<file path="config.mk">
export PLATFORM = sky130hd
export DESIGN_NAME = multicycle_controller
export DESIGN_NICKNAME = d
export VERILOG_FILES = /design/src/rtl/multicycle_controller_pkg.sv /design/src/rtl/multicycle_controller_alu_decoder.sv /design/src/rtl/multicycle_controller.sv
export SDC_FILE = /design/constraint.sdc
export NUM_CORES = 1
export LEC_CHECK = 0
export ABC_AREA = 1
export BUFFER_PORTS_ARGS = -buffer_cell sky130_fd_sc_hd__buf_4
export CAP_MARGIN = 10
export CELL_PAD_IN_SITES_DETAIL_PLACEMENT = 0
export CELL_PAD_IN_SITES_GLOBAL_PLACEMENT = 1
export CORE_MARGIN = 3
export CORE_UTILIZATION = 36
export CTS_BUF_LIST = sky130_fd_sc_hd__clkbuf_8
export CTS_CLUSTER_SIZE = 16
export DETAILED_ROUTE_END_ITERATION = 10
export GPL_ROUTABILITY_DRIVEN = 1
export HOLD_SLACK_MARGIN = 0.06
export PLACE_DENSITY_LB_ADDON = 0.1
export SETUP_SLACK_MARGIN = 0.3
export SKIP_LAST_GASP = 1
export SLEW_MARGIN = 20
export SYNTH_ARGS = -nofsm -noshare
export SYNTH_HDL_FRONTEND = slang
export SYNTH_HIERARCHICAL = 1
export SYNTH_SLANG_ARGS = --single-unit
</file>
<file path="constraint.sdc">
create_clock -name clk -period 2.2 [get_ports clk]
set_clock_uncertainty 0.2 [all_clocks]
set_input_delay 0.11 -clock clk [delete_from_list [all_inputs] [get_ports clk]]
set_output_delay 0.11 -clock clk [all_outputs]
set_load 0.03 [all_outputs]
</file>
<file path="src/rtl/multicycle_controller_pkg.sv">
// Shared types and encodings for the multicycle RV32I control unit.
package riscv_ctrl_pkg;

  typedef enum logic [3:0] {
    S_FETCH,
    S_DECODE,
    S_MEMADR,
    S_MEMREAD,
    S_MEMWB,
    S_MEMWRITE,
    S_EXECUTER,
    S_EXECUTEI,
    S_ALUWB,
    S_BRANCH,
    S_JAL,
    S_JALR,
    S_JALR_LINK,
    S_LUI,
    S_HALT
  } state_t;

  typedef enum logic [1:0] {
    ALUOP_ADD,
    ALUOP_FUNCT,
    ALUOP_BRANCH,
    ALUOP_JALR
  } aluop_t;

  localparam logic [3:0] ALU_ADD  = 4'b0000;
  localparam logic [3:0] ALU_SUB  = 4'b0001;
  localparam logic [3:0] ALU_AND  = 4'b0010;
  localparam logic [3:0] ALU_OR   = 4'b0011;
  localparam logic [3:0] ALU_JALR = 4'b0100;
  localparam logic [3:0] ALU_SLT  = 4'b0101;
  localparam logic [3:0] ALU_XOR  = 4'b0110;
  localparam logic [3:0] ALU_SLL  = 4'b0111;
  localparam logic [3:0] ALU_SRL  = 4'b1000;
  localparam logic [3:0] ALU_SRA  = 4'b1001;
  localparam logic [3:0] ALU_BNE  = 4'b1010;
  localparam logic [3:0] ALU_BLT  = 4'b1011;
  localparam logic [3:0] ALU_SLTU = 4'b1100;
  localparam logic [3:0] ALU_BGE  = 4'b1101;
  localparam logic [3:0] ALU_BLTU = 4'b1110;
  localparam logic [3:0] ALU_BGEU = 4'b1111;

  localparam logic [6:0] OP_LOAD   = 7'b0000011;
  localparam logic [6:0] OP_STORE  = 7'b0100011;
  localparam logic [6:0] OP_RTYPE  = 7'b0110011;
  localparam logic [6:0] OP_ITYPE  = 7'b0010011;
  localparam logic [6:0] OP_BRANCH = 7'b1100011;
  localparam logic [6:0] OP_JAL    = 7'b1101111;
  localparam logic [6:0] OP_JALR   = 7'b1100111;
  localparam logic [6:0] OP_LUI    = 7'b0110111;
  localparam logic [6:0] OP_AUIPC  = 7'b0010111;

  localparam logic [1:0] SRCA_PC    = 2'b00;
  localparam logic [1:0] SRCA_OLDPC = 2'b01;
  localparam logic [1:0] SRCA_RS1   = 2'b10;

  localparam logic [1:0] SRCB_RS2  = 2'b00;
  localparam logic [1:0] SRCB_IMM  = 2'b01;
  localparam logic [1:0] SRCB_FOUR = 2'b10;

  localparam logic [1:0] RES_ALUOUT = 2'b00;
  localparam logic [1:0] RES_RDATA  = 2'b01;
  localparam logic [1:0] RES_ALU    = 2'b10;
  localparam logic [1:0] RES_IMM    = 2'b11;

  localparam logic [2:0] IMM_I = 3'b000;
  localparam logic [2:0] IMM_S = 3'b001;
  localparam logic [2:0] IMM_B = 3'b010;
  localparam logic [2:0] IMM_J = 3'b011;
  localparam logic [2:0] IMM_U = 3'b100;

  typedef struct packed {
    logic [1:0] src_a;
    logic [1:0] src_b;
    logic [1:0] result_src;
    logic       adr_src;
    logic       ir_write;
    logic       pc_write;
    logic       reg_write;
    logic       mem_write;
    logic       branch;
    aluop_t     alu_op;
  } ctrl_t;

  // Moore control word for a state; branch marks the zero-qualified PC write.
  function automatic ctrl_t state_ctrl(input state_t s);
    ctrl_t c;
    c = '0;
    c.alu_op = ALUOP_ADD;
    case (s)
      S_FETCH: begin
        c.src_b = SRCB_FOUR; c.result_src = RES_ALU;
        c.ir_write = 1'b1;   c.pc_write = 1'b1;
      end
      S_DECODE:    begin c.src_a = SRCA_OLDPC; c.src_b = SRCB_IMM; end
      S_MEMADR:    begin c.src_a = SRCA_RS1;   c.src_b = SRCB_IMM; end
      S_MEMREAD:   begin c.adr_src = 1'b1; c.result_src = RES_ALUOUT; end
      S_MEMWB:     begin c.result_src = RES_RDATA; c.reg_write = 1'b1; end
      S_MEMWRITE:  begin c.adr_src = 1'b1; c.mem_write = 1'b1; end
      S_EXECUTER:  begin c.src_a = SRCA_RS1; c.src_b = SRCB_RS2; c.alu_op = ALUOP_FUNCT; end
      S_EXECUTEI:  begin c.src_a = SRCA_RS1; c.src_b = SRCB_IMM; c.alu_op = ALUOP_FUNCT; end
      S_ALUWB:     begin c.result_src = RES_ALUOUT; c.reg_write = 1'b1; end
      S_BRANCH: begin
        c.src_a = SRCA_RS1; c.src_b = SRCB_RS2;
        c.alu_op = ALUOP_BRANCH; c.branch = 1'b1;
      end
      S_JAL: begin
        c.src_a = SRCA_OLDPC; c.src_b = SRCB_FOUR; c.pc_write = 1'b1;
      end
      S_JALR: begin
        c.src_a = SRCA_RS1; c.src_b = SRCB_IMM; c.alu_op = ALUOP_JALR;
        c.result_src = RES_ALU; c.pc_write = 1'b1;
      end
      S_JALR_LINK: begin
        c.src_a = SRCA_OLDPC; c.src_b = SRCB_FOUR;
        c.result_src = RES_ALU; c.reg_write = 1'b1;
      end
      S_LUI:       begin c.result_src = RES_IMM; c.reg_write = 1'b1; end
      default:     c = c;
    endcase
    return c;
  endfunction

  function automatic logic [2:0] imm_decode(input logic [6:0] op);
    case (op)
      OP_STORE:         return IMM_S;
      OP_BRANCH:        return IMM_B;
      OP_JAL:           return IMM_J;
      OP_LUI, OP_AUIPC: return IMM_U;
      default:          return IMM_I;
    endcase
  endfunction

  // BEQ/BNE/BLT/BGE/BLTU/BGEU only; 010 and 011 have no branch meaning.
  function automatic logic branch_f3_legal(input logic [2:0] f3);
    return (f3 != 3'b010) && (f3 != 3'b011);
  endfunction

endpackage

</file>
<file path="src/rtl/multicycle_controller_alu_decoder.sv">
// Combinational ALU decoder: alu-op class + funct fields -> 4-bit ALU code.
module alu_decoder
  import riscv_ctrl_pkg::*;
(
  input  aluop_t      i_alu_op,
  input  logic [2:0]  i_funct3,
  input  logic        i_funct7b5,
  input  logic        i_op5,
  output logic [3:0]  o_alu_control
);

  always_comb begin
    o_alu_control = ALU_ADD;
    case (i_alu_op)
      ALUOP_JALR: o_alu_control = ALU_JALR;
      ALUOP_FUNCT: begin
        case (i_funct3)
          // op[5] separates R-type from I-type; ADDI with bit 30 set is still ADD
          3'b000:  o_alu_control = (i_op5 && i_funct7b5) ? ALU_SUB : ALU_ADD;
          3'b001:  o_alu_control = ALU_SLL;
          3'b010:  o_alu_control = ALU_SLT;
          3'b011:  o_alu_control = ALU_SLTU;
          3'b100:  o_alu_control = ALU_XOR;
          3'b101:  o_alu_control = i_funct7b5 ? ALU_SRA : ALU_SRL;
          3'b110:  o_alu_control = ALU_OR;
          default: o_alu_control = ALU_AND;
        endcase
      end
      ALUOP_BRANCH: begin
        // Each code yields zero=1 exactly when the branch is taken.
        case (i_funct3)
          3'b000:  o_alu_control = ALU_SUB;
          3'b001:  o_alu_control = ALU_BNE;
          3'b100:  o_alu_control = ALU_BLT;
          3'b101:  o_alu_control = ALU_BGE;
          3'b110:  o_alu_control = ALU_BLTU;
          3'b111:  o_alu_control = ALU_BGEU;
          default: o_alu_control = ALU_ADD;
        endcase
      end
      default: o_alu_control = ALU_ADD;
    endcase
  end

endmodule

</file>
<file path="src/rtl/multicycle_controller.sv">
// Multicycle RV32I control unit: Moore main FSM with registered controls plus ALU decoder.
// Optional CTRL_ILLEGAL_TRAP_EN: unknown opcodes / illegal branch funct3 park the FSM in HALT.
module multicycle_controller
  import riscv_ctrl_pkg::*;
#(
  parameter state_t RESET_STATE = S_FETCH
) (
  input  logic       clk,
  input  logic       rst_n,
  input  logic [6:0] op,
  input  logic [2:0] funct3,
  input  logic       funct7b5,
  input  logic       zero,
  output logic [3:0] alu_control,
  output logic [1:0] alu_src_a,
  output logic [1:0] alu_src_b,
  output logic [1:0] result_src,
  output logic [2:0] imm_src,
  output logic       adr_src,
  output logic       ir_write,
  output logic       pc_write,
  output logic       reg_write,
  output logic       mem_write,
  output logic       illegal_insn
);

`ifdef CTRL_ILLEGAL_TRAP_EN
  localparam logic TRAP_EN = 1'b1;
`else
  localparam logic TRAP_EN = 1'b0;
`endif

  state_t r_state;
  state_t w_next;
  ctrl_t  r_ctrl;
  logic   w_br_ok;

  assign w_br_ok = branch_f3_legal(funct3);

  always_comb begin
    w_next = r_state;
    case (r_state)
      S_FETCH: w_next = S_DECODE;
      S_DECODE: begin
        case (op)
          OP_LOAD, OP_STORE: w_next = S_MEMADR;
          OP_RTYPE:          w_next = S_EXECUTER;
          OP_ITYPE:          w_next = S_EXECUTEI;
          OP_BRANCH:         w_next = S_BRANCH;
          OP_JAL:            w_next = S_JAL;
          OP_JALR:           w_next = S_JALR;
          OP_LUI:            w_next = S_LUI;
          OP_AUIPC:          w_next = S_ALUWB;
          default:           w_next = TRAP_EN ? S_HALT : S_FETCH;
        endcase
      end
      S_MEMADR:    w_next = (op == OP_LOAD) ? S_MEMREAD : S_MEMWRITE;
      S_MEMREAD:   w_next = S_MEMWB;
      S_MEMWB:     w_next = S_FETCH;
      S_MEMWRITE:  w_next = S_FETCH;
      S_EXECUTER:  w_next = S_ALUWB;
      S_EXECUTEI:  w_next = S_ALUWB;
      S_ALUWB:     w_next = S_FETCH;
      S_BRANCH:    w_next = (TRAP_EN && !w_br_ok) ? S_HALT : S_FETCH;
      S_JAL:       w_next = S_ALUWB;
      S_JALR:      w_next = S_JALR_LINK;
      S_JALR_LINK: w_next = S_FETCH;
      S_LUI:       w_next = S_FETCH;
      S_HALT:      w_next = S_HALT;
      default:     w_next = S_FETCH;
    endcase
  end

  // Control word is precomputed from the next state so outputs come straight from flops.
  always_ff @(posedge clk) begin
    if (!rst_n) begin
      r_state <= RESET_STATE;
      r_ctrl  <= state_ctrl(RESET_STATE);
    end else begin
      r_state <= w_next;
      r_ctrl  <= state_ctrl(w_next);
    end
  end

  alu_decoder u_alu_dec (
    .i_alu_op      (r_ctrl.alu_op),
    .i_funct3      (funct3),
    .i_funct7b5    (funct7b5),
    .i_op5         (op[5]),
    .o_alu_control (alu_control)
  );

  assign alu_src_a  = r_ctrl.src_a;
  assign alu_src_b  = r_ctrl.src_b;
  assign result_src = r_ctrl.result_src;
  assign adr_src    = r_ctrl.adr_src;
  assign imm_src    = imm_decode(op);

  // Enables are gated by rst_n so nothing is written while reset is held.
  assign ir_write  = rst_n & r_ctrl.ir_write;
  assign reg_write = rst_n & r_ctrl.reg_write;
  assign mem_write = rst_n & r_ctrl.mem_write;
  assign pc_write  = rst_n & (r_ctrl.pc_write | (r_ctrl.branch & zero & w_br_ok));

`ifdef CTRL_ILLEGAL_TRAP_EN
  assign illegal_insn = (r_state == S_HALT);
`else
  assign illegal_insn = 1'b0;
`endif

endmodule

</file>
==> results of run 1 <==
-- final cells by class --
class / count / area, sq um / share of cell area
Multi-Input combinational cell: 140 / 687 / 0.453
Sequential cell: 18 / 364 / 0.240
Timing Repair Buffer: 32 / 243 / 0.160
Inverter: 30 / 113 / 0.0743
Clock buffer: 4 / 55.1 / 0.0363
Tap cell: 44 / 55.1 / 0.0363
-- state kept, by name (all words and copies together) (netlist names) --
| register | cells |
|---|---|
| r_state | 4 |
| adr_src | 1 |
| result_src | 2 |
| alu_src_b | 2 |
| alu_src_a | 2 |
| r_ctrl | 7 |
-- worst max-delay path, stage by stage, from the launching register on --
cell	delay, ns
dfxtp_2	0.37
inv_1	0.10
nand2_1	0.10
nor2_2	0.07
nor2_1	0.15
nand2_1	0.11
nor2_4	0.15
nand3_2	0.10
nor2_2	0.15
nor2_1	0.07
a21oi_2	0.13
-- metrics by stage --
stage	instance area, sq um	hold slack (ns)
CTS	1510	0.131
floorplan	1210	0.00763
global route	1520	0.210
global placement	1440	0.157
finish	1520	0.115
detailed placement	1440	0.166
-- per-layer routing --
| layer | global-route usage | share of wire | vias to the layer above | wire length, um |
|---|---|---|---|---|
| met5 | 0 | 0 | - | 0 |
| li1 | - | - | 664 | - |
| met1 | 0.186 | 0.48 | 541 | 1280 |
| met2 | 0.228 | 0.46 | 33 | 1230 |
| met4 | 0.0162 | 0.0030 | 0 | 8 |
| met3 | 0.0369 | 0.063 | 2 | 168 |
-- final timing paths --
| path | startpoint | to | cells after the start |
|---|---|---|---|
| worst min register to register | r_state[0] | result_src[0] | 2 |
| worst max-delay path | r_state[0] | alu_src_b[0] | 10 |
| worst min-delay path | op[6] | r_ctrl[3] | 5 |
| worst max register to register | r_state[0] | alu_src_b[0] | 10 |
-- report_power, final --
part | internal (mW) | switching, mW
clock | 0.159 | 0.110
combinational | 0.0526 | 0.0914
sequential | 0.338 | 0.00511
total | 0.550 | 0.206
-- cells by family (layout without fill, tap and decap cells) --
family                 after synthesis  in the layout
and+or+nand+nor                    116            116
other                                1              1
DFF                                 18             18
AOI/OAI and AO/OA                   23             23
buffers and inverters               38             66
-- cells in the mapped netlist --
| cell | number | area (sq um) |
|---|---|---|
| a21oi_1 | 7 | 35.0 |
| o21ai_0 | 1 | 5.00 |
| nor2_2 | 5 | 31.3 |
| nand2_2 | 2 | 12.5 |
| nor2_1 | 25 | 93.8 |
| inv_2 | 6 | 22.5 |
| o21ai_1 | 8 | 40.0 |
| nor4_1 | 2 | 12.5 |
| clkbuf_1 | 1 | 3.75 |
| a21o_1 | 1 | 7.51 |
| nand3_2 | 2 | 20.0 |
| conb_1 | 1 | 3.75 |
| nand3b_1 | 2 | 15.0 |
| dfxtp_1 | 18 | 360 |
| nor3_4 | 1 | 16.3 |
| nand2_1 | 55 | 206 |
| a22oi_2 | 1 | 12.5 |
| buf_4 | 7 | 52.6 |
| a21oi_2 | 3 | 26.3 |
| inv_1 | 24 | 90.1 |
| nand4_1 | 3 | 18.8 |
| nand3_1 | 15 | 75.1 |
| nor2_4 | 2 | 22.5 |
| nor3_1 | 2 | 10.0 |
| o211ai_1 | 2 | 15.0 |
-- timing repair --
| action | 4_1_cts | 5_1_grt |
|---|---|---|
| setup endpoints to repair | 0 | 11 |
| hold buffers | 1 | 0 |
| setup buffers | 0 | 0 |
| gates resized for setup | 0 | 5 |
| endpoints found under the hold margin | 5 | 0 |
==> reports/qor.csv, run 1 <==
stage;metric;value;unit
detailed_routing;drt_iter0_drc;61;
worst_setup_path;reg2reg_slack;0.44;ns
power;max-vdd-ir-drop;0.351;mV
floorplan;die_w;63.9;um
clocking;cts_tree;built;
final_layout;drive_gt1_frac;0.272;
power;p_total;756;uW
floorplan;initial_core_util;0.386;
synthesis;syn_nets;210;
final_layout;fin_util;0.485;
detailed_routing;totalWireLength;2680;um
placed_design;io_buffer_count;31;
final_layout;layout_commonest_cell;nand2_1;
timing;layout_min_cycle_time;1.76;ns
worst_setup_path;cp_max_fo;5;
floorplan;die_h;63.9;um
placed_design;gp_congestion;0.932;
placed_design;dp_cells;263;
timing;setup_violations;0;
placed_design;dp_hpwl;2210;um
synthesis;synthXorXnorAreaFrac;0;
timing;setup_tns;0;ns
synthesis;syn_inst;196;
final_layout;fillers;334;
timing;rsz0062_at_grt;yes;
final_layout;layout.cells.non_filler;268;
power;p_leak;0.803;nW
detailed_routing;vias;1240;
status;status;complete, no violations;
synthesis;synth_top_family_by_area;simple AND/OR/NAND/NOR gates;
timing;finalCritPeriodShare;0.801;
worst_setup_path;cp_data_arrival_time;1.75;ns
timing;hold_violations;0;
synthesis;syn_area;1210;sq um
floorplan;io_pins;33;
final_layout;finalNetCount;239;
floorplan;rows;20;
final_layout;antenna_cells;0;
clocking;cts-root-buf;clkbuf_8;
detailed_routing;vias_per_cell;4.63;
synthesis;ys_seq_area_frac;0.298;
synthesis;netlist-cell-type-count;25;
clocking;cts.sinks;18;
timing;fin_ws;0.437;ns
synthesis;synth-adder-area-share;0;
synthesis;ys_ff_latch;18;
worst_hold_path;hp-class;in -> reg;
synthesis;yosys_warnings;6;
final_layout;layout_common_cells;54 x nand2_1, 31 x buf_4, 25 x nor2_1, 24 x inv_1;
worst_setup_path;cp.required;2.19;ns
detailed_routing;wl_per_cell;10.0;um
worst_setup_path;start_kind;flip-flop;
final_layout;area.growth.synth_to_final;25.5;%
placed_design;dp_worst_setup_slack;0.411;ns
timing;slew_headroom;0.646;
timing;slew_violations;0;
grt;grt_max_degree;13;
floorplan;core_region_area;3130;sq um
grt;grt_use_total;0.139;
clocking;numCtsBuffers;3;
detailed_routing;drc;0;
detailed_routing;dr.pass1.iters;4;
run;drv_cap;0;
grt;grt_pass1_vias;1093;
synthesis;synth_mux_area_frac;0;
detailed_routing;ant_nets;0;
clocking;clk_path_buf_depth;2;
synthesis;synth_compound_area_frac;0.117;
clocking;cts.htree.levels;1;
grt;grt_pass1_wl;4710;um
power;power_density;499;nW/um^2
clocking;cts.clk_slew.worst_paths;0.07;ns
floorplan;die-area;4090;sq um
grt;grt_overflow_total;0;
timing;max_freq;0.567;GHz
worst_setup_path;critical_path_class;reg -> reg;
synthesis;yosys.area_share.simple;0.442;
timing;worst_slew_pin_slew;0.527;ns
worst_setup_path;end_kind;flip-flop;
grt;grt_antenna_before_repair;0;
clocking;worstSkewPairLatency;0.26;ns
synthesis;synth_area_per_cell;6.17;sq um
Note: power is estimated with default switching activity, not from simulation.
==> run 2: changes to the inputs <==
clock period = 1.8 ns   (was 2.2 ns; I/O delays follow)
==> reports/qor.csv, run 2 (synthesis results as in run 1) <==
stage;metric;value;unit;change
clocking;cts.clk_slew.worst_paths;0.06;ns;was 0.07 ns
timing;hold_slack;0.123;ns;was 0.115 ns
power;p_switching;247;uW;was 206 uW
final_layout;antenna_cells;0;;unchanged
run;drv_cap;0;;unchanged
placed_design;gp_congestion;0.927;;was 0.932
timing;hold_violations;0;;unchanged
detailed_routing;totalWireLength;2880;um;was 2680 um
detailed_routing;vias_per_cell;4.60;;was 4.63
floorplan;die_w;63.9;um;unchanged
final_layout;largest_reg_flops;7;;unchanged
final_layout;ff_latch_area;377;sq um;was 364 sq um
clocking;worstSkewPairLatency;0.25;ns;was 0.26 ns
clocking;cts.htree.levels;1;;unchanged
floorplan;io_pins;33;;unchanged
final_layout;drive_gt1_frac;0.409;;was 0.272
floorplan;core_region_area;3130;sq um;unchanged
floorplan;rows;20;;unchanged
timing;layout_min_cycle_time;1.66;ns;was 1.76 ns
grt;grt_antenna_before_repair;0;;unchanged
floorplan;die-area;4090;sq um;unchanged
power;pwr-share-seq;0.452;;was 0.454
power;p_clk_frac;0.343;;was 0.356
timing;worst_slew_pin_slew;0.496;ns;was 0.527 ns
detailed_routing;vias;1294;;was 1240
timing;slew_headroom;0.666;;was 0.646
power;pwr-share-comb;0.206;;was 0.191
clocking;cts-root-buf;clkbuf_8;;unchanged
final_layout;reg.largest.list;r_ctrl (7), r_state (4);;unchanged
timing;max_freq;0.603;GHz;was 0.567 GHz
clocking;cts_tree;built;;unchanged
grt;grt_overflow_total;0;;unchanged
worst_setup_path;cpMostUsedCell;nand2_1;;
worst_hold_path;hp-class;in -> reg;;unchanged
timing;rsz0062_at_grt;yes;;unchanged
timing;finalCritPeriodShare;0.922;;was 0.801
clocking;numCtsBuffers;3;;unchanged
final_layout;largest-register;r_ctrl;;unchanged
worst_setup_path;max_stage_delay;0.37;ns;about the same
power;p_leak;0.887;nW;was 0.803 nW
grt;grt_pass1_vias;1190;;was 1093
worst_setup_path;start_kind;flip-flop;;unchanged
final_layout;layout_common_cells;48 x nand2_1, 44 x buf_4, 20 x nor2_1, 20 x inv_1, 13 x dfxtp_1;;was 54 x nand2_1, 31 x buf_4, 25 x nor2_1, 24 x inv_1
detailed_routing;wl_per_cell;10.2;um;was 10.0 um
grt;grt_pass1_wl;4830;um;was 4710 um
final_layout;layout.cells.non_filler;281;;was 268
worst_setup_path;reg2reg_depth;9;;was 10
detailed_routing;ant_nets;0;;unchanged
detailed_routing;dr.pass1.iters;5;;was 4
worst_setup_path;path_cells;nor2_4 -> nand3_2 -> inv_2 -> nand2_2 -> nand2_1 -> nand2_1 -> nor2_2 -> nand2_1 -> a21oi_2;;was inv_1 -> nand2_1 -> nor2_2 -> nor2_1 -> nand2_1 -> nor2_4 -> nand3_2 -> nor2_2 -> nor2_1 -> a21oi_2
worst_setup_path;cp_slowest_cell;dfxtp_4;;was dfxtp_2
placed_design;dp_cells;264;;was 263
worst_setup_path;critical_path_class;reg -> reg;;unchanged
worst_setup_path;cp_max_fo;6;;was 5
final_layout;multi_input_area;769;sq um;was 687 sq um
final_layout;finalNetCount;252;;was 239
placed_design;dp_hpwl;2210;um;about the same
detailed_routing;drt_iter0_drc;80;;was 61
status;status;complete, no violations;;unchanged
worst_setup_path;cp_data_arrival_time;1.64;ns;was 1.75 ns
detailed_routing;drc;0;;unchanged
worst_hold_path;worstHoldPathCells;3;;was 5
clocking;cts.sinks;18;;unchanged
grt;grt_use_total;0.143;;was 0.139
floorplan;initial_core_util;0.386;;unchanged
placed_design;io_buffer_count;31;;unchanged
grt;grt_max_degree;13;;unchanged
floorplan;die_h;63.9;um;unchanged
worst_setup_path;end_kind;flip-flop;;unchanged
clocking;clk_path_buf_depth;2;;unchanged
power;power_density;537;nW/um^2;was 499 nW/um^2
final_layout;fillers;326;;was 334
final_layout;area.growth.synth_to_final;41.8;%;was 25.5%
final_layout;layout_commonest_cell;nand2_1;;unchanged
timing;slew_violations;0;;unchanged
power;p_int;674;uW;was 550 uW
worst_setup_path;cp.required;1.78;ns;was 2.19 ns
timing;setup_tns;0;ns;unchanged
timing;setup_violations;0;;unchanged
power;p_sw_frac;0.268;;was 0.273
power;max-vdd-ir-drop;0.343;mV;was 0.351 mV
run 2: cell types whose count changed in the layout (fill, tap and decap cells not counted), moves of 3 or more:
cell | before | now
buf_4 | 31 | 44
nor2_1 | 25 | 20
nand2_2 | 3 | 7
nand2_1 | 54 | 48
nor2_2 | 4 | 7
dfxtp_4 | 0 | 4
nand3_1 | 15 | 12
nand3_2 | 2 | 5
inv_1 | 24 | 20
run 2: area by class of cell:
class | instances | area share
well taps | 44 | 0.0321
repair buffers | 45 | 0.199
inverters | 30 | 0.0686
clock buffers | 4 | 0.0321
flip-flops and latches | 18 | 0.220
multi-input cells | 140 | 0.449
run 2: per-layer routing:
metal / part of all wire / GRT usage / vias to the layer above
met5: 0 / 0 / -
met4: 0.0087 / 0.0270 / 0
met3: 0.047 / 0.0334 / 4
met2: 0.48 / 0.239 / 27
met1: 0.46 / 0.188 / 568
li1: - / - / 695
run 2: through the flow:
| stage | total power, mW | utilization | instance area (sq um) | setup slack (ns) |
|---|---|---|---|---|
| final | 0.921 | 0.548 | 1710 | 0.140 |
| after global routing | 0.972 | 0.548 | 1710 | 0.0421 |
| after CTS | 0.935 | 0.540 | 1690 | 0.168 |
| after detailed placement | 0.603 | 0.471 | 1470 | 0.0703 |
| after global placement | 0.602 | 0.471 | 1470 | 0.0866 |
| after floorplan | 0.546 | - | 1230 | 0.281 |
run 2: power groups by stage:
stage / sequential (mW) / clock (mW) / combinational [mW]
global route: 0.417 / 0.347 / 0.207
floorplan: 0.426 / 0 / 0.120
global placement: 0.427 / 0 / 0.175
finish: 0.416 / 0.316 / 0.189
detailed placement: 0.427 / 0 / 0.176
CTS: 0.416 / 0.330 / 0.188
run 2: repair_timing:
item,4_1_cts,5_1_grt
gates cloned,0,0
pin swaps,10,3
hold buffers,1,0
resized for setup,23,6
buffers inserted,11,1
hold endpoints to repair,5,0
setup endpoints to repair,13,15
run 2: path summary, 6_finish.rpt:
path / start / to / slack [ns]
max: r_state[2] / result_src[0] / 0.14
min: rst_n / r_ctrl[3] / 0.12
max reg2reg: r_state[2] / result_src[0] / 0.14
min reg2reg: r_state[1] / adr_src / 0.36
run 2: critical path, delay by kind of cell, from the launching register on:
kind            cells  cell delay, ns
compound gates      1            0.11
buf+inv             1            0.11
flops               1            0.37
simple gates        7            0.79
==> run 3: changes to the inputs <==
ABC_AREA = not set   (was 1)
CORE_UTILIZATION = 39   (was 36)
==> reports/qor.csv, run 3 <==
stage;metric;value;unit;change
status;status;finished, violations left;;was complete, no violations
status;violations;setup timing;;
synthesis;syn_nets;158;;was 210
synthesis;synthTopCellsByArea;dfxtp_1 29%, buf_4 6.1%, a21oi_1 3.3%;;was dfxtp_1 30%, nand2_1 17%, nor2_1 7.8%
final_layout;finalNetCount;211;;was 252
final_layout;largest_reg_flops;7;;unchanged
final_layout;layout_commonest_cell;buf_4;;was nand2_1
grt;grt_use_total;0.182;;was 0.143
synthesis;synth_top_area_share;0.294;;was 0.298
floorplan;die_h;62.0;um;was 63.9 um
final_layout;final_area;1910;sq um;was 1710 sq um
run;drv_cap;0;;unchanged
synthesis;synth_common_cells;18 x dfxtp_1, 10 x buf_4, 8 x a21oi_1;;was 55 x nand2_1, 25 x nor2_1, 24 x inv_1
timing;layout_min_cycle_time;2.00;ns;was 1.66 ns
detailed_routing;wl_per_cell;14.4;um;was 10.2 um
synthesis;ys.flop_type;dfxtp_1;;unchanged
timing;setup_violations;15;;was 0
grt;grt_util_met1;0.206;;was 0.188
clocking;cts-root-buf;clkbuf_8;;unchanged
final_layout;reg.largest.list;r_ctrl (7), r_state (4);;unchanged
timing;hold_violations;0;;unchanged
placed_design;gp_congestion;0.831;;was 0.927
worst_setup_path;cp_slowest_cell;dfxtp_4;;unchanged
grt;use_met2;0.339;;was 0.239
timing;fin_ws;-0.196;ns;was 0.140 ns
floorplan;die-area;3850;sq um;was 4090 sq um
detailed_routing;totalWireLength;3430;um;was 2880 um
timing;slew_violations;0;;unchanged
synthesis;yosysMostFrequentCell;dfxtp_1;;was nand2_1
grt;grtUsageMet3;0.0455;;was 0.0334
final_layout;fin_util;0.665;;was 0.548
worst_setup_path;cp.buffers_inverters;1;;unchanged
worst_setup_path;cpLargestDelayFamily;compound AO/OA/AOI/OAI gates;;was simple AND/OR/NAND/NOR gates
synthesis;async_reset_ff_frac;0;;unchanged
grt;grt_max_degree;16;;was 13
clocking;cts.htree.levels;1;;unchanged
timing;finalCritPeriodShare;1.11;;was 0.922
floorplan;io_pins;33;;unchanged
synthesis;syn_inst;144;;was 196
grt;grt_pass1_wl;5200;um;was 4830 um
final_layout;drive_gt1_frac;0.571;;was 0.409
synthesis;synth-edff-count;0;;unchanged
worst_setup_path;end_kind;flip-flop;;unchanged
power;max-vdd-ir-drop;0.391;mV;was 0.343 mV
timing;hold_slack;0.197;ns;was 0.123 ns
floorplan;rows;19;;was 20
placed_design;io_buffer_count;31;;unchanged
clocking;worstSkewPairLatency;0.26;ns;was 0.25 ns
clocking;numCtsBuffers;3;;unchanged
worst_setup_path;cp_max_fo;4;;was 6
detailed_routing;ant_nets;0;;unchanged
synthesis;netlist-cell-type-count;55;;was 25
placed_design;dpl_cell_area;1600;sq um;was 1470 sq um
synthesis;ys_seq_area_frac;0.294;;was 0.298
power;power_density;520;nW/um^2;was 537 nW/um^2
detailed_routing;vias;1267;;was 1294
clocking;cts.clk_slew.worst_paths;0.07;ns;was 0.06 ns
final_layout;area.growth.synth_to_final;56.3;%;was 41.8%
timing;rsz0062_at_grt;yes;;unchanged
detailed_routing;drt_iter0_drc;56;;was 80
clocking;clk_path_buf_depth;2;;unchanged
clocking;cts_tree;built;;unchanged
floorplan;die_w;62.0;um;was 63.9 um
worst_setup_path;start_kind;flip-flop;;unchanged
final_layout;antenna_cells;0;;unchanged
worst_setup_path;critical_path_class;reg -> reg;;unchanged
grt;grt_antenna_before_repair;0;;unchanged
worst_setup_path;path_cells;buf_4 -> and4b_2 -> a21oi_1 -> o2bb2ai_4 -> nand2b_4 -> nor3_2 -> a311o_1;;was nor2_4 -> nand3_2 -> inv_2 -> nand2_2 -> nand2_1 -> nand2_1 -> nor2_2 -> nand2_1 -> a21oi_2
synthesis;synth_area_per_cell;8.50;sq um;was 6.17 sq um
worst_setup_path;cp_data_arrival_time;1.95;ns;was 1.64 ns
clocking;cts.sinks;18;;unchanged
synthesis;syn_area;1220;sq um;was 1210 sq um
detailed_routing;vias_per_cell;5.32;;was 4.60
floorplan;core_region_area;2880;sq um;was 3130 sq um
final_layout;largest-register;r_ctrl;;unchanged
synthesis;yosysTopAreaCell;dfxtp_1;;unchanged
floorplan;initial_core_util;0.425;;was 0.386
grt;grt_pass1_vias;1152;;was 1190
synthesis;ys_ff_latch;18;;unchanged
final_layout;layout_common_cells;56 x buf_4, 12 x dfxtp_1;;was 48 x nand2_1, 44 x buf_4, 20 x nor2_1, 20 x inv_1, 13 x dfxtp_1
detailed_routing;dr.pass1.iters;4;;was 5
grt;busiest_layer;met2;;unchanged
power;p_leak;0.855;nW;was 0.887 nW
worst_setup_path;max_stage_delay;0.36;ns;was 0.37 ns
timing;max_freq;0.501;GHz;was 0.603 GHz
placed_design;dp_hpwl;2400;um;was 2210 um
grt;grt_overflow_total;0;;unchanged
worst_setup_path;cp.required;1.76;ns;was 1.78 ns
detailed_routing;drc;0;;unchanged
worst_hold_path;hp-class;in -> reg;;unchanged
synthesis;yosys_warnings;6;;unchanged
-- run 3: cell count changes in the layout (fill, tap and decap cells not counted), moves of 5 or more --
cell / before / now
nor2_2: 7 / 2
nand3_1: 12 / 5
inv_1: 20 / 4
nand2_1: 48 / 5
inv_2: 8 / 1
buf_4: 44 / 56
and2_1: 0 / 5
nor2_1: 20 / 2
nor2_4: 5 / 0
and3_1: 0 / 5
nand2_2: 7 / 1
-- run 3: tightest hold or removal path: cells and delay by family --
kind / cells / cell delay, ns
AOI/OAI and AO/OA: 2 / 0.28
buffers and inverters: 1 / 0.14
and+or+nand+nor: 1 / 0.12
-- run 3: per-stage QoR --
stage                     std cells  total power [mW]  setup TNS (ns)  setup slack (ns)
after floorplan                 144             0.573          -0.269            -0.127
after global placement          224             0.634           -1.05            -0.172
after detailed placement        224             0.640           -1.57            -0.181
after CTS                       235             0.979           -1.04            -0.131
after global routing            238              1.03           -3.33            -0.256
final                           238             0.994           -2.01            -0.196
-- run 3: cells by family (layout without fill, tap and decap cells) --
family | after synthesis | in the layout | share of synthesized area
compound gates | 34 | 34 | 0.201
buf+inv | 19 | 71 | 0.107
xor+xnor | 4 | 4 | 0.0286
simple gates | 67 | 67 | 0.357
mux | 1 | 1 | 0.00818
flops | 18 | 18 | 0.294
other cells | 1 | 1 | 0.00306
-- run 3: where the power goes --
group | internal [mW] | switching (mW) | total [mW]
logic | 0.115 | 0.132 | 0.247
registers | 0.409 | 0.00660 | 0.415
clock network | 0.195 | 0.138 | 0.333
-- run 3: final timing paths --
| kind | startpoint | end | slack (ns) | cells past startpoint |
|---|---|---|---|---|
| worst max-delay path | r_state[1] | result_src[1] | -0.20 | 7 |
| worst max register to register | r_state[1] | result_src[1] | -0.20 | 7 |
| worst min register to register | r_state[3] | alu_src_b[1] | 0.51 | 3 |
| worst min-delay path | op[4] | result_src[1] | 0.20 | 4 |
-- run 3: per-layer routing --
layer,up-vias,routed length [um]
li1,622,-
met1,617,1390
met2,22,1860
met3,6,143
met4,0,46
met5,-,0
-- run 3: layout make-up --
cell class | instances | area [sq um]
fill | 227 | 963
inverter | 5 | 18.8
clock buffer | 4 | 55.1
sequential | 18 | 378
multi-input combinational | 107 | 913
timing repair buffer | 62 | 495
tap | 42 | 52.6
-- run 3: timing repair --
action | CTS | global route
cloned | 0 | 0
pin swaps | 13 | 12
resized for setup | 23 | 21
setup buffers | 7 | 2
endpoints found under the setup margin | 21 | 21
hold endpoints to repair | 12 | 11
